`src/rtl/bsg_sdr_link_reset_sequencer.sv`:
```
// bsg_sdr_link_reset_sequencer: ordered release of SDR link resets; define BSG_SDR_RESET_SEQ_AUTO_START_EN to self-start after reset
module bsg_sdr_link_reset_sequencer #(
  parameter int wait_width_p = 8,
  parameter int token_pulse_cycles_p = 4
) (
  input  logic                    clk_i,
  input  logic                    reset_i,
  input  logic                    start_i,
  input  logic [wait_width_p-1:0] wait_cycles_i,
  output logic                    uplink_reset_o,
  output logic                    downlink_reset_o,
  output logic                    downstream_reset_o,
  output logic                    token_reset_o,
  output logic                    busy_o,
  output logic                    done_o
);
  localparam int tok_w_lp = $clog2(token_pulse_cycles_p);
  localparam int cnt_w_lp = wait_width_p > tok_w_lp ? wait_width_p : tok_w_lp;
  typedef enum logic [2:0] {IDLE, ASSERT, TOKEN, SETTLE, UPREL, DNREL, DONE} state_e;
  state_e state_q, state_d;
  logic [cnt_w_lp-1:0] cnt_q, cnt_d;
  logic [wait_width_p-1:0] w_q, w_d;
  logic up_d, dn_d, ds_d, tok_d, busy_d, done_d;
  logic start, go, adv;
`ifdef BSG_SDR_RESET_SEQ_AUTO_START_EN
  logic first_q;
  assign start = start_i | first_q;
`else
  assign start = start_i;
`endif
  always_comb begin
    go = (state_q == IDLE || state_q == DONE) && start;
    adv = !(state_q == IDLE || state_q == DONE) && cnt_q == '0;
    state_d = go ? ASSERT : adv ? state_e'(state_q + 3'd1) : state_q;
    w_d = go ? wait_cycles_i : w_q;
    cnt_d = go ? cnt_w_lp'(wait_cycles_i)
          : adv ? (state_d == TOKEN ? cnt_w_lp'(token_pulse_cycles_p - 1) : cnt_w_lp'(w_q))
          : cnt_q == '0 ? cnt_q : cnt_q - cnt_w_lp'(1);
    up_d = state_d inside {IDLE, ASSERT, TOKEN, SETTLE};
    dn_d = !(state_d inside {DNREL, DONE});
    ds_d = state_d != DONE;
    tok_d = state_d == TOKEN;
    busy_d = !(state_d inside {IDLE, DONE});
    done_d = state_d == DONE;
  end
  always_ff @(posedge clk_i) begin
`ifdef BSG_SDR_RESET_SEQ_AUTO_START_EN
    first_q <= reset_i;
`endif
    if (reset_i) begin
      state_q <= IDLE;
      cnt_q <= '0;
      w_q <= '0;
      {uplink_reset_o, downlink_reset_o, downstream_reset_o} <= 3'b111;
      {token_reset_o, busy_o, done_o} <= 3'b000;
    end else begin
      state_q <= state_d;
      cnt_q <= cnt_d;
      w_q <= w_d;
      {uplink_reset_o, downlink_reset_o, downstream_reset_o} <= {up_d, dn_d, ds_d};
      {token_reset_o, busy_o, done_o} <= {tok_d, busy_d, done_d};
    end
  end
endmodule

```
`config.mk`:
```
export PLATFORM = sky130hd
export DESIGN_NAME = bsg_sdr_link_reset_sequencer
export DESIGN_NICKNAME = d
export VERILOG_FILES = /design/src/rtl/bsg_sdr_link_reset_sequencer.sv
export SDC_FILE = /design/constraint.sdc
export NUM_CORES = 1
export LEC_CHECK = 0
export ABC_AREA = 0
export CAP_MARGIN = 30
export CORE_MARGIN = 8
export CORE_UTILIZATION = 25
export DETAILED_ROUTE_END_ITERATION = 12
export DONT_BUFFER_PORTS = 1
export PLACE_DENSITY = 0.35
export SYNTH_ARGS = -nofsm -noshare
export SYNTH_HDL_FRONTEND = slang
export SYNTH_SLANG_ARGS = --single-unit
```
`constraint.sdc`:
```
create_clock -name clk_i -period 4.4 [get_ports clk_i]
set_clock_uncertainty 0.1 [all_clocks]
set_input_delay 1.32 -clock clk_i [delete_from_list [all_inputs] [get_ports clk_i]]
set_output_delay 1.32 -clock clk_i [all_outputs]
set_load 0.01 [all_outputs]
```
==> results.json, run 1 <==
{
  "dp_hpwl_um": 2520,
  "cp-end-kind": "register",
  "drt_pre_antenna_iters": 4,
  "rsz0062_at_grt": "no",
  "hold_viol_final": 0,
  "cts_tree": "yes",
  "synth_top_area_share_pct": 38.4,
  "placed_area_sq_um": 1370,
  "final_cell_count_no_fill": 220,
  "clk_latency_ns": 0.28,
  "fp-row-count": 26,
  "ys.flop_type": "dfxtp_1",
  "overflow": 0,
  "pin_count": 17,
  "timing.rr.end": "cnt_q[0]$_SDFFE_PP0P_",
  "fin_crit_ns": 2.58,
  "synth.area.top_cells": "dfxtp_1 38%, nand2_1 6.3%, a21oi_1 5.4%",
  "synth_warnings": 0,
  "worstPathArrival_ns": 2.65,
  "rrSetupSlack_ns": 1.82,
  "htreeDepth": 1,
  "ctsLongestPathBuffers": 2,
  "setup_tns_ns": 0,
  "antenna_cells": 0,
  "critPathLaunchType": "register",
  "cp.required_ns": 4.47,
  "synth-seq-area-share_pct": 38.4,
  "slew_headroom_pct": 43.9,
  "drc_errors": 0,
  "hold_path.class": "register to register",
  "viasPerCell": 4.95,
  "gp_congestion": 0.758,
  "fillers": 564,
  "cpPeakStageDelay_ns": 0.62,
  "synth_edf_count": 0,
  "synthToLayoutAreaGrowth_pct": 8.82,
  "min_period_over_period_pct": 58.5,
  "yosysTopAreaCell": "dfxtp_1",
  "grt_pass1_vias": 1062,
  "holdPathStages": 2,
  "worstReg2RegStart": "cnt_q[0]$_SDFFE_PP0P_",
  "synthDistinctLibCells": 44,
  "grt_pass1_wl_um": 5760,
  "post_cts_buffers": 0,
  "setup_ws_ns": 1.82,
  "setup_viol": 0,
  "place_inst": 216,
  "cts.sinks": 25,
  "multi_input_area_sq_um": 759,
  "die_y_um": 88.3,
  "cts_buffers": 3,
  "fin_util_pct": 28.0,
  "start_util_pct": 25.7,
  "ys_ff_latch": 25,
  "antenna_found_initial": 0,
  "dp_slack_ns": 1.61,
  "drtAntennaViolNets": 0,
  "grt_max_degree": 24,
  "synth_nets": 165,
  "tightest_slew_ns": 0.838,
  "synth-async-reset-ratio_pct": 0,
  "seqCellArea_sq_um": 500,
  "gr-usage-all-layers_pct": 9.64,
  "wirelength_um": 3460,
  "fin_area_sq_um": 1420,
  "cts_root_buf": "clkbuf_8",
  "dieWidth_um": 88.3,
  "netlist_area_sq_um": 1310,
  "syn_inst": 150,
  "timing_worst_setup_path_type": "register to register",
  "critPathSlowestCell": "a211oi_2",
  "die-area_sq_um": 7790,
  "power_density_nw_per_um2": 573,
  "maxSlewViolCount": 0,
  "postSynthAreaPerCell_sq_um": 8.70,
  "drive_above_1_share_pct": 12.7,
  "fmax_mhz": 388,
  "hold_start": "w_q[3]$_SDFFE_PP0P_",
  "post_cts_resized": 0,
  "r2r.worst_path.cells": 7,
  "mostFrequentLayoutCell": "dfxtp_1",
  "worstHoldEndpoint": "w_q[3]$_SDFFE_PP0P_",
  "finalNetCount": 166,
  "drt_iter0_drc": 79,
  "holdBufCountCts": 0,
  "leakage_nw": 0.513,
  "crit_fanout": 7,
  "path_clk_slew_ns": 0.10,
  "vias": 1089,
  "cap_violations": 0,
  "final_cell_mix": "25 x dfxtp_1, 22 x nand2_1, 14 x a21oi_1",
  "status": "completed",
  "worstPathCellList": "inv_1 > ha_1 > nor3b_2 > nand2_2 > a211oi_2 > nor2_2 > o311a_1",
  "core_area_sq_um": 5070,
  "peakVddDrop_v": 0.000137,
  "routedWlPerCell_um": 15.7,
  "port_buffers": 0
}
[synthesized netlist by cell type (2+ instances only)]
library cell / count
dfxtp_1: 25
nand2_1: 22
a21oi_1: 14
nor2_1: 12
inv_1: 7
o21ai_0: 6
a31oi_1: 4
ha_1: 4
xor2_1: 4
clkbuf_1: 3
nor3_1: 3
a211oi_1: 2
a21boi_0: 2
a21o_1: 2
a221o_1: 2
mux2_2: 2
mux2i_2: 2
nand3b_1: 2
nand4_1: 2
nor2_2: 2
nor3b_1: 2
o211ai_1: 2
o311a_1: 2
o32ai_1: 2
[sequential cells by signal (all words and copies together) (netlist names)]
register / flops
cnt_q: 8
w_q: 8
state_q: 3
busy_o: 1
done_o: 1
downlink_reset_o: 1
downstream_reset_o: 1
token_reset_o: 1
uplink_reset_o: 1
[layout make-up]
class | count | area share, %
Multi-Input combinational cell | 114 | 53.5
Tap cell | 70 | 6.17
Sequential cell | 25 | 35.2
Inverter | 7 | 1.85
Clock buffer | 3 | 2.91
Clock inverter | 1 | 0.352
[worst max path at each step]
stage                           from                    end  slack [ns]
3_5_place_dp                 start_i  cnt_q[4]$_SDFFE_PP0P_        1.61
3_3_place_gp                 start_i  cnt_q[3]$_SDFFE_PP0P_        1.59
5_1_grt        cnt_q[1]$_SDFFE_PP0P_  cnt_q[1]$_SDFFE_PP0P_        1.61
2_1_floorplan                start_i  cnt_q[0]$_SDFFE_PP0P_        1.97
4_1_cts        cnt_q[0]$_SDFFE_PP0P_  cnt_q[1]$_SDFFE_PP0P_        1.89
6_report       cnt_q[0]$_SDFFE_PP0P_  cnt_q[0]$_SDFFE_PP0P_        1.82
[per-stage QoR]
stage,hold WS (ns),power (mW)
floorplan,0.333,0.600
global placement,0.340,0.678
detailed placement,0.345,0.672
CTS,0.359,0.821
global route,0.384,0.881
finish,0.358,0.813
[where the power goes]
group	switching [mW]	internal [mW]
logic	0.207	0.138
clock network	0.0797	0.0636
registers	0.0538	0.270
total	0.341	0.472
[cell families (layout without fill, tap and decap cells)]
logic type	count (synthesis)	after routing	share of synthesized area, %
multiplexers	4	4	3.84
AO/OA/AOI/OAI	45	45	23.4
AND/OR/NAND/NOR	56	56	23.8
adder cells (fa/ha/maj)	4	4	3.84
XOR/XNOR	5	5	3.36
buffers and inverters	11	11	3.45
flip-flops	25	25	38.4
[routing by layer]
metal  global-route usage [%]  vias to the layer above  share of wire [%]
li1                         -                      549                  -
met4                     3.84                        0                1.8
met1                     12.6                      503                 48
met5                        0                        -                  0
met2                     14.2                       29                 43
met3                     3.16                        8                6.9
[critical path, delay by kind of cell, from the launching register on]
kind                       cells  cell delay [ns]
and+or+nand+nor                3             0.64
buffers and inverters          1             0.09
AOI/OAI and AO/OA              2             0.98
adders and majority gates      1             0.32
DFF                            1             0.33
Note: power is estimated with default switching activity, not from simulation.
==> run 2, diff against run 1 <==
--- a/config.mk
+++ b/config.mk
@@ -11,7 +11,7 @@
 export CORE_UTILIZATION = 25
 export DETAILED_ROUTE_END_ITERATION = 12
 export DONT_BUFFER_PORTS = 1
-export PLACE_DENSITY = 0.35
+export PLACE_DENSITY = 0.37
 export SYNTH_ARGS = -nofsm -noshare
 export SYNTH_HDL_FRONTEND = slang
 export SYNTH_SLANG_ARGS = --single-unit
==> constraint.sdc (replaced) <==
create_clock -name clk_i -period 2.28 [get_ports clk_i]
set_clock_uncertainty 0.1 [all_clocks]
set_input_delay 0.684 -clock clk_i [delete_from_list [all_inputs] [get_ports clk_i]]
set_output_delay 0.684 -clock clk_i [all_outputs]
set_load 0.01 [all_outputs]
==> run 2 against run 1 <==
Compared with the run above:
- via count rose by 6.2%
- total power up 110%
- worst hold slack worse by 0.00059 ns
- critical path type unchanged
==> results.json, run 2 (synthesis gave the netlist of run 1 again) <==
{
  "status": "completed",
  "grt_max_degree": 24,
  "holdBufCountCts": 0,
  "worstPathCellList": "inv_1 > ha_1 > mux2_2 > buf_4 > nor3_4 > a222oi_1 > buf_4 > xnor2_1 > a21oi_1",
  "pin_count": 17,
  "p_int_mw": 1.03,
  "port_buffers": 0,
  "fin_util_pct": 30.7,
  "vias": 1156,
  "die_y_um": 88.3,
  "finalNetCount": 182,
  "min_period_over_period_pct": 93.3,
  "tightest_slew_ns": 0.378,
  "cap_violations": 0,
  "power_density_nw_per_um2": 1110,
  "viasPerCell": 4.90,
  "dp_hpwl_um": 2800,
  "die-area_sq_um": 7790,
  "gr-usage-all-layers_pct": 9.78,
  "cp-end-kind": "register",
  "rsz0062_at_grt": "no",
  "fp-row-count": 26,
  "core_area_sq_um": 5070,
  "antenna_found_initial": 0,
  "dieWidth_um": 88.3,
  "placed_area_sq_um": 1490,
  "slew_headroom_pct": 74.7,
  "peakVddDrop_v": 0.000330,
  "critPathLaunchType": "register",
  "worstPathArrival_ns": 2.19,
  "comb_power_share_pct": 48.3,
  "final_cell_mix": "24 x dfxtp_1, 22 x nand2_1, 16 x buf_4",
  "power.switching_mw": 0.692,
  "cts_root_buf": "clkbuf_8",
  "hold_viol_final": 0,
  "p_seq_share_pct": 36.2,
  "p_sw_share_pct": 40.1,
  "cts.sinks": 25,
  "clk_latency_ns": 0.27,
  "crit_fanout": 7,
  "cp_common_cell": "buf_4",
  "gp_congestion": 0.745,
  "reg_top3": "cnt_q: 8 flops, w_q: 8 flops, state_q: 3 flops",
  "power.share.clock_pct": 15.5,
  "drt_iter0_drc": 67,
  "drt_pre_antenna_iters": 4,
  "maxSlewViolCount": 0,
  "ctsLongestPathBuffers": 2,
  "drtAntennaViolNets": 0,
  "mostFrequentLayoutCell": "dfxtp_1",
  "antenna_cells": 0,
  "fmax_mhz": 470,
  "cpPeakStageDelay_ns": 0.41,
  "leakage_nw": 0.590,
  "timing_worst_setup_path_type": "register to register",
  "fin_crit_ns": 2.13,
  "overflow": 0,
  "start_util_pct": 25.7,
  "cts_tree": "yes",
  "hold_path.class": "register to register",
  "critPathSlowestCell": "dfxtp_1",
  "synthToLayoutAreaGrowth_pct": 19.6,
  "htreeDepth": 1,
  "fin_area_sq_um": 1560,
  "cp.required_ns": 2.34,
  "drive_above_1_share_pct": 21.7,
  "wirelength_um": 3630,
  "cts_buffers": 3,
  "grt_pass1_vias": 1164,
  "routedWlPerCell_um": 15.4,
  "drc_errors": 0,
  "path_clk_slew_ns": 0.09,
  "setup_viol": 0,
  "grt_pass1_wl_um": 5870
}
[run 2: path summary, 6_finish.rpt]
path	depth (start not counted)	to	slack (ns)	from
worst max-delay path	9	busy_o$_SDFF_PP0_	0.15	state_q[1]$_SDFF_PP0_
worst min-delay path	2	w_q[3]$_SDFFE_PP0P_	0.36	w_q[3]$_SDFFE_PP0P_
worst max register to register	9	busy_o$_SDFF_PP0_	0.15	state_q[1]$_SDFF_PP0_
worst min register to register	2	w_q[3]$_SDFFE_PP0P_	0.36	w_q[3]$_SDFFE_PP0P_
[run 2: power by group through the flow]
stage / Sequential [mW] / Combinational [mW] / Clock (mW)
6_report: 0.625 / 0.834 / 0.267
5_1_grt: 0.642 / 0.919 / 0.295
4_1_cts: 0.623 / 0.815 / 0.282
3_5_place_dp: 0.633 / 0.808 / 0
3_3_place_gp: 0.639 / 0.817 / 0
2_1_floorplan: 0.609 / 0.549 / 0
[run 2: worst max-delay path, delay by kind of cell (launching register included)]
kind / cells / cell delay (ns)
buf+inv: 3 / 0.43
flops: 1 / 0.41
mux: 1 / 0.34
fa+ha+maj: 1 / 0.23
simple gates: 1 / 0.19
compound gates: 2 / 0.18
xor+xnor: 1 / 0.12
[run 2: what timing repair did]
| item | CTS | global route |
|---|---|---|
| endpoints found under the setup margin | 2 | 9 |
| gates resized for setup | 0 | 6 |
| setup buffers | 1 | 0 |
| hold endpoints to repair | 0 | 0 |
| pin swaps | 1 | 0 |
[run 2: area by class of cell]
| class | count | area (sq um) |
|---|---|---|
| Multi-Input combinational cell | 114 | 779 |
| Clock buffer | 4 | 45.0 |
| Inverter | 7 | 26.3 |
| Timing Repair Buffer | 16 | 120 |
| Sequential cell | 25 | 502 |
| Fill cell | 561 | 3510 |
| Tap cell | 70 | 87.6 |
[run 2: stage by stage]
step	TNS (ns)	worst slack (ns)	instances	hold WS (ns)	power (mW)
6_report	0	0.152	236	0.357	1.73
4_1_cts	0	0.0359	236	0.358	1.72
2_1_floorplan	0	0.213	150	0.333	1.16
5_1_grt	0	0.0127	236	0.355	1.86
3_3_place_gp	0	0.0349	231	0.340	1.46
3_5_place_dp	-0.0200	-0.0134	231	0.344	1.44
[run 2: layer usage]
layer  routed length [um]  track usage, %  part of all wire [%]  up-vias
li1                     -               -                     -      577
met1                 1650            11.3                    45      560
met2                 1760            16.2                    49       14
met3                  164            2.88                   4.5        5
met4                   53            4.45                   1.5        0
met5                    0               0                     0        -
==> run 3, diff against run 2 <==
--- a/config.mk
+++ b/config.mk
@@ -10,8 +10,7 @@
 export CORE_MARGIN = 8
 export CORE_UTILIZATION = 25
 export DETAILED_ROUTE_END_ITERATION = 12
-export DONT_BUFFER_PORTS = 1
-export PLACE_DENSITY = 0.37
+export PLACE_DENSITY = 0.41
 export SYNTH_ARGS = -nofsm -noshare
 export SYNTH_HDL_FRONTEND = slang
 export SYNTH_SLANG_ARGS = --single-unit
==> run 3 against run 2 <==
Compared with the run above:
- utilization grew 4.2 points
- flip-flop and latch count stayed put
- worst hold slack gained 0.0040 ns
- die area is the same
- sequential share of layout area fell by 3.9 points
- register-to-register slack barely moved
- count of clock-buffer cells in the layout unchanged
- final cell count grew 10%
- clock power about the same
- total power rose by 3.0%
- via count increased by 6.3%
- fmax shrank 0.67%
- critical endpoint is now cnt_q[6]$_SDFFE_PP0P_
- largest cell class unchanged
- highest routed layer unchanged
==> results.json, run 3 (synthesis gave the netlist of run 1 again) <==
{
  "viasPerCell": 4.73,
  "cp.required_ns": 2.34,
  "dp_hpwl_um": 2830,
  "final_cell_count_no_fill": 260,
  "dieWidth_um": 88.3,
  "rsz0062_at_grt": "no",
  "ctsLongestPathBuffers": 2,
  "placed_area_sq_um": 1710,
  "overflow": 0,
  "antenna_found_initial": 0,
  "critPathSlowestCell": "or3b_4",
  "grt_pass1_vias": 1281,
  "cts_buffers": 3,
  "path_clk_slew_ns": 0.09,
  "gr-usage-all-layers_pct": 10.0,
  "critPathLaunchType": "register",
  "grt_max_degree": 24,
  "fmax_mhz": 467,
  "cpPeakStageDelay_ns": 0.41,
  "peakVddDrop_v": 0.000318,
  "power_density_nw_per_um2": 1000,
  "timing_worst_setup_path_type": "register to register",
  "die-area_sq_um": 7790,
  "status": "completed",
  "wirelength_um": 3670,
  "hold_viol_final": 0,
  "crit_start": "cnt_q[0]$_SDFFE_PP0P_",
  "fin_crit_ns": 2.14,
  "cts.sinks": 25,
  "core_area_sq_um": 5070,
  "drt_pre_antenna_iters": 5,
  "post_cts_buffers": 0,
  "slew_headroom_pct": 74.7,
  "reg_top3": "cnt_q: 8 flops, w_q: 8 flops, state_q: 3 flops",
  "drive_above_1_share_pct": 23.2,
  "final_cell_mix": "24 x dfxtp_1, 24 x buf_4, 22 x nand2_1",
  "path_buf_inv": 2,
  "finalNetCount": 206,
  "routedWlPerCell_um": 14.1,
  "cts_tree": "yes",
  "drt_iter0_drc": 83,
  "port_buffers": 16,
  "synthToLayoutAreaGrowth_pct": 36.0,
  "die_y_um": 88.3,
  "cp-end-kind": "register",
  "drc_errors": 0,
  "cp_top_family": "simple AND/OR/NAND/NOR gates",
  "grt_pass1_wl_um": 6150,
  "finalPower_mw": 1.78,
  "vias": 1229,
  "hold_start": "w_q[6]$_SDFFE_PP0P_",
  "fin_area_sq_um": 1770,
  "start_util_pct": 25.7,
  "worstPathArrival_ns": 2.20,
  "tightest_slew_ns": 0.379,
  "setup_viol": 0,
  "htreeDepth": 1,
  "clk_latency_ns": 0.27,
  "fin_util_pct": 35.0,
  "drtAntennaViolNets": 0,
  "holdWs_ns": 0.361,
  "cap_violations": 0,
  "worstPathCellList": "inv_1 > ha_1 > or3b_4 > nor4_4 > a211oi_2 > buf_4 > o211ai_1 > a31oi_1",
  "gp_congestion": 0.841,
  "pin_count": 17,
  "place_inst": 256,
  "min_period_over_period_pct": 94.0,
  "antenna_cells": 0,
  "leakage_nw": 0.695,
  "crit_fanout": 3,
  "cts_root_buf": "clkbuf_8",
  "fp-row-count": 26,
  "maxSlewViolCount": 0,
  "hold_path.class": "register to register",
  "worstReg2RegStart": "cnt_q[0]$_SDFFE_PP0P_"
}
## run 3: final timing paths
kind	to	slack (ns)	cells past startpoint
worst min register to register	w_q[6]$_SDFFE_PP0P_	0.36	2
worst max-delay path	cnt_q[6]$_SDFFE_PP0P_	0.14	8
worst max register to register	cnt_q[6]$_SDFFE_PP0P_	0.14	8
worst min-delay path	w_q[6]$_SDFFE_PP0P_	0.36	2
## run 3: where the power goes
group          switching [mW]  internal (mW)
sequential             0.0904          0.522
clock                   0.140          0.125
combinational           0.476          0.425
## run 3: repair_timing
item / CTS / global route
gates resized for setup: 0 / 5
hold buffers: 0 / 0
endpoints found under the setup margin: 0 / 8
## run 3: layer usage
layer  vias up  track usage [%]  wire length (um)
met3         4             1.67               119
met4         0             4.15                48
li1        628                -                 -
met2        21             15.8              1700
met5         -                0                 0
met1       576             13.1              1790
## run 3: tightest hold or removal path, cell delays in order, from the launching register on
cell,delay [ns]
dfxtp_1,0.32
nand2_1,0.05
a21oi_1,0.05
## run 3: layout make-up
class,count,area [sq um]
Fill cell,567,3300
Multi-Input combinational cell,114,773
Sequential cell,25,502
Timing Repair Buffer,40,340
Tap cell,70,87.6
Clock buffer,4,45.0
Inverter,7,26.3
## run 3: per-stage QoR
step | setup slack [ns] | TNS (ns)
floorplan | 0.213 | 0
global placement | -0.106 | -0.556
detailed placement | -0.140 | -0.738
CTS | 0.0135 | 0
global route | 0.00213 | 0
finish | 0.138 | 0
==> patch (flow settings as in run 3) <==
Add a define of `BSG_SDR_RESET_SEQ_AUTO_START_EN`.
--- a/src/rtl/bsg_sdr_link_reset_sequencer.sv
+++ b/src/rtl/bsg_sdr_link_reset_sequencer.sv
@@ -1,4 +1,6 @@
 // bsg_sdr_link_reset_sequencer: ordered release of SDR link resets; define BSG_SDR_RESET_SEQ_AUTO_START_EN to self-start after reset
+`define BSG_SDR_RESET_SEQ_AUTO_START_EN
+
 module bsg_sdr_link_reset_sequencer #(
   parameter int wait_width_p = 8,
   parameter int token_pulse_cycles_p = 4
Check against the original RTL: not equivalent (a bounded check fails within 4 cycles, from zero or initial values and one cycle with reset_i high).
==> patch against run 3 <==
  * Worst setup slack gained 0.020 ns
  * Maximum frequency rose by 0.95%
  * Critical path depth is the same
  * Area after synthesis grew 1.5%
  * Routed wire length shrank 1.1%
  * First-iteration DRC count fell by 29%
  * Global-route usage grew 0.22 points
  * Cell area shrank 0.63%
  * Sequential cell count increased by 1
  * Via count up 3.1%
Power is not compared: it rests on default switching activity, and its combinational part moved more than twofold at a synthesized area within 25%.
==> patch: results (changes against run 3) <==
Skew-Pair Late Insertion Delay=0.27 ns (about the same); Worst Hold Path EP=w_q[5]$_SDFFE_PP0P_ (was w_q[6]$_SDFFE_PP0P_); maximum buffer depth of the clock tree=2 (unchanged); Final Max Slew Viols=0 (unchanged); slew of the pin with the lowest slew margin=0.400 ns (was 0.379 ns); data arrival time of the critical path=2.18 ns (was 2.20 ns); RR Endpoint=cnt_q[6]$_SDFFE_PP0P_ (unchanged); mux cell area share after synthesis=0.0349 (was 0.0384); Leak=0.000686 uW; syn avg cell area=8.18 um^2 (was 8.70 um^2); CP Max Fanout=7 (was 3); FF-to-FF Start=state_q[1]$_SDFF_PP0_ (was cnt_q[0]$_SDFFE_PP0P_); fin cells=267 (was 260); placed cells=263 (was 256); n_diodes=0 (unchanged); FF+latch area=520 um^2 (was 502 um^2); Post-Syn Nets=177 (was 165); R2R setup slack=0.16 ns (was 0.14 ns); final WL=3.62 mm (was 3.67 mm); DP HPWL=2.84 mm (was 2.83 mm); top cells by count, synth=dfxtp_1 (26), nand2_1 (26), nor2_1 (18), a21oi_1 (15), nor3_1 (10) (was dfxtp_1 (25), nand2_1 (22), a21oi_1 (14), nor2_1 (12), inv_1 (7)); first-pass iteration count of the detailed router=4 (was 5); Fin Hold WS=0.358 ns (was 0.361 ns); path type of the worst min-delay path=reg2reg (unchanged); XOR/XNOR Fraction of Synth Area=0.0331 (was 0.0336); share of layout cells above drive strength 1=0.173 (was 0.232); Compound-Gate Fraction of Synth Area=0.209 (was 0.234); H-tree depth=1 (unchanged); Iter 0 DRT Violations=59 (was 83); first-pass GRT wire length=6.21 mm (was 6.15 mm); FF-to-FF path depth=8 (unchanged); top cells by area, synth=dfxtp_1 (39%), nand2_1 (7.4%), a21oi_1 (5.7%), nor2_1 (5.1%), ha_1 (3.8%) (was dfxtp_1 (38%), nand2_1 (6.3%), a21oi_1 (5.4%), ha_1 (3.8%), nor2_1 (3.5%)); Core Area=5110 um^2 (was 5070 um^2); Post-synth ARST share=0 (unchanged); post-synthesis adder-cell area fraction=0.0378 (was 0.0384); synth unique cells=40 (was 44); status=complete, no violations (unchanged); CTS root buffer=clkbuf_8 (unchanged); dpl cell area=1700 um^2 (was 1710 um^2); initial antenna violation count=0 (unchanged); fin nets=214 (was 206); gr usage total=0.102 (was 0.100); via count=1267 (was 1229); Peak VDD IR=0.000306 V; Yosys Warn Count=0 (unchanged); hold path start=w_q[5]$_SDFFE_PP0P_ (was w_q[6]$_SDFFE_PP0P_); port bufs=16 (unchanged); pin count of the biggest net entering global routing=14 (was 24); Hold Path Depth=2 (unchanged); register area share after synthesis=0.393 (was 0.384); pre-CTS WS=-0.0863 ns (was -0.140 ns); GPL Wtd Cong=0.784 (was 0.841); biggest regs=cnt_q x8, w_q x8, state_q x3 (unchanged); Clock Pin Slew Worst Setup and Hold Paths=0.09 ns (about the same); fillers=559 (was 567); Num CTS Buffers=3 (unchanged)
==> patch: cell count changes in the layout (fill, tap and decap cells not counted), moves of 3 or more <==
| cell | before | now |
|---|---|---|
| a31oi_1 | 4 | 0 |
| nor2_1 | 11 | 18 |
| o21ai_0 | 5 | 8 |
| nor3_1 | 3 | 10 |
| buf_4 | 24 | 19 |
| a211oi_1 | 2 | 5 |
| nor2_2 | 3 | 0 |
| nand2_1 | 22 | 26 |
==> patch: per-layer routing <==
metal	share of wire	vias up	GRT usage
li1	-	648	-
met1	0.45	597	0.112
met2	0.49	18	0.187
met3	0.038	4	0.0251
met4	0.016	0	0.0323
met5	0	-	0
==> patch: repair_timing <==
item | CTS | global route
buffers inserted | 0 | 1
gates resized for setup | 0 | 1
endpoints found under the setup margin | 0 | 6
==> patch: cell type report <==
| class | instances | area share |
|---|---|---|
| Sequential cell | 26 | 0.295 |
| Clock buffer | 3 | 0.0234 |
| Tap cell | 70 | 0.0497 |
| Multi-Input combinational cell | 127 | 0.438 |
| Inverter | 5 | 0.0106 |
| Timing Repair Buffer | 36 | 0.183 |
==> patch: critical path, stage by stage, from the launching register on <==
cell and delay (ns):
dfxtp_1 0.47, inv_1 0.10, ha_1 0.37, nand2_1 0.12, nor3_1 0.26, nor2_1 0.08, buf_4 0.15, a221oi_1 0.24
a211oi_1 0.11
==> patch: report_power, final <==
| part | internal, uW | switching, uW | total (uW) | leakage (uW) |
|---|---|---|---|---|
| sequential | 498 | 42.1 | 540 | 0.000214 |
| clock | 118 | 145 | 264 | 0.0000216 |
| combinational | 205 | 219 | 424 | 0.000450 |
| total | 822 | 406 | 1230 | 0.000686 |
==> patch: kinds of logic (layout without fill, tap and decap cells) <==
| kind of cell | after synthesis | in the layout |
|---|---|---|
| AND/OR/NAND/NOR | 70 | 70 |
| AO/OA/AOI/OAI | 44 | 44 |
| flip-flops | 26 | 26 |
| buffers and inverters | 9 | 44 |
| XOR/XNOR | 5 | 5 |
| adder cells (fa/ha/maj) | 4 | 4 |
| multiplexers | 4 | 4 |
==> patch: worst max-delay path by stage <==
stage | startpoint | endpoint | slack, ns | cells after the start
4_1_cts | state_q[1]$_SDFF_PP0_ | cnt_q[4]$_SDFFE_PP0P_ | 0.13 | 7
3_5_place_dp | start_i | cnt_q[4]$_SDFFE_PP0P_ | -0.09 | 7
5_1_grt | state_q[1]$_SDFF_PP0_ | cnt_q[7]$_SDFFE_PP0P_ | 0.02 | 8
3_3_place_gp | start_i | cnt_q[4]$_SDFFE_PP0P_ | -0.06 | 7
2_1_floorplan | cnt_q[0]$_SDFFE_PP0P_ | cnt_q[3]$_SDFFE_PP0P_ | 0.35 | 7
6_report | state_q[1]$_SDFF_PP0_ | cnt_q[6]$_SDFFE_PP0P_ | 0.16 | 8
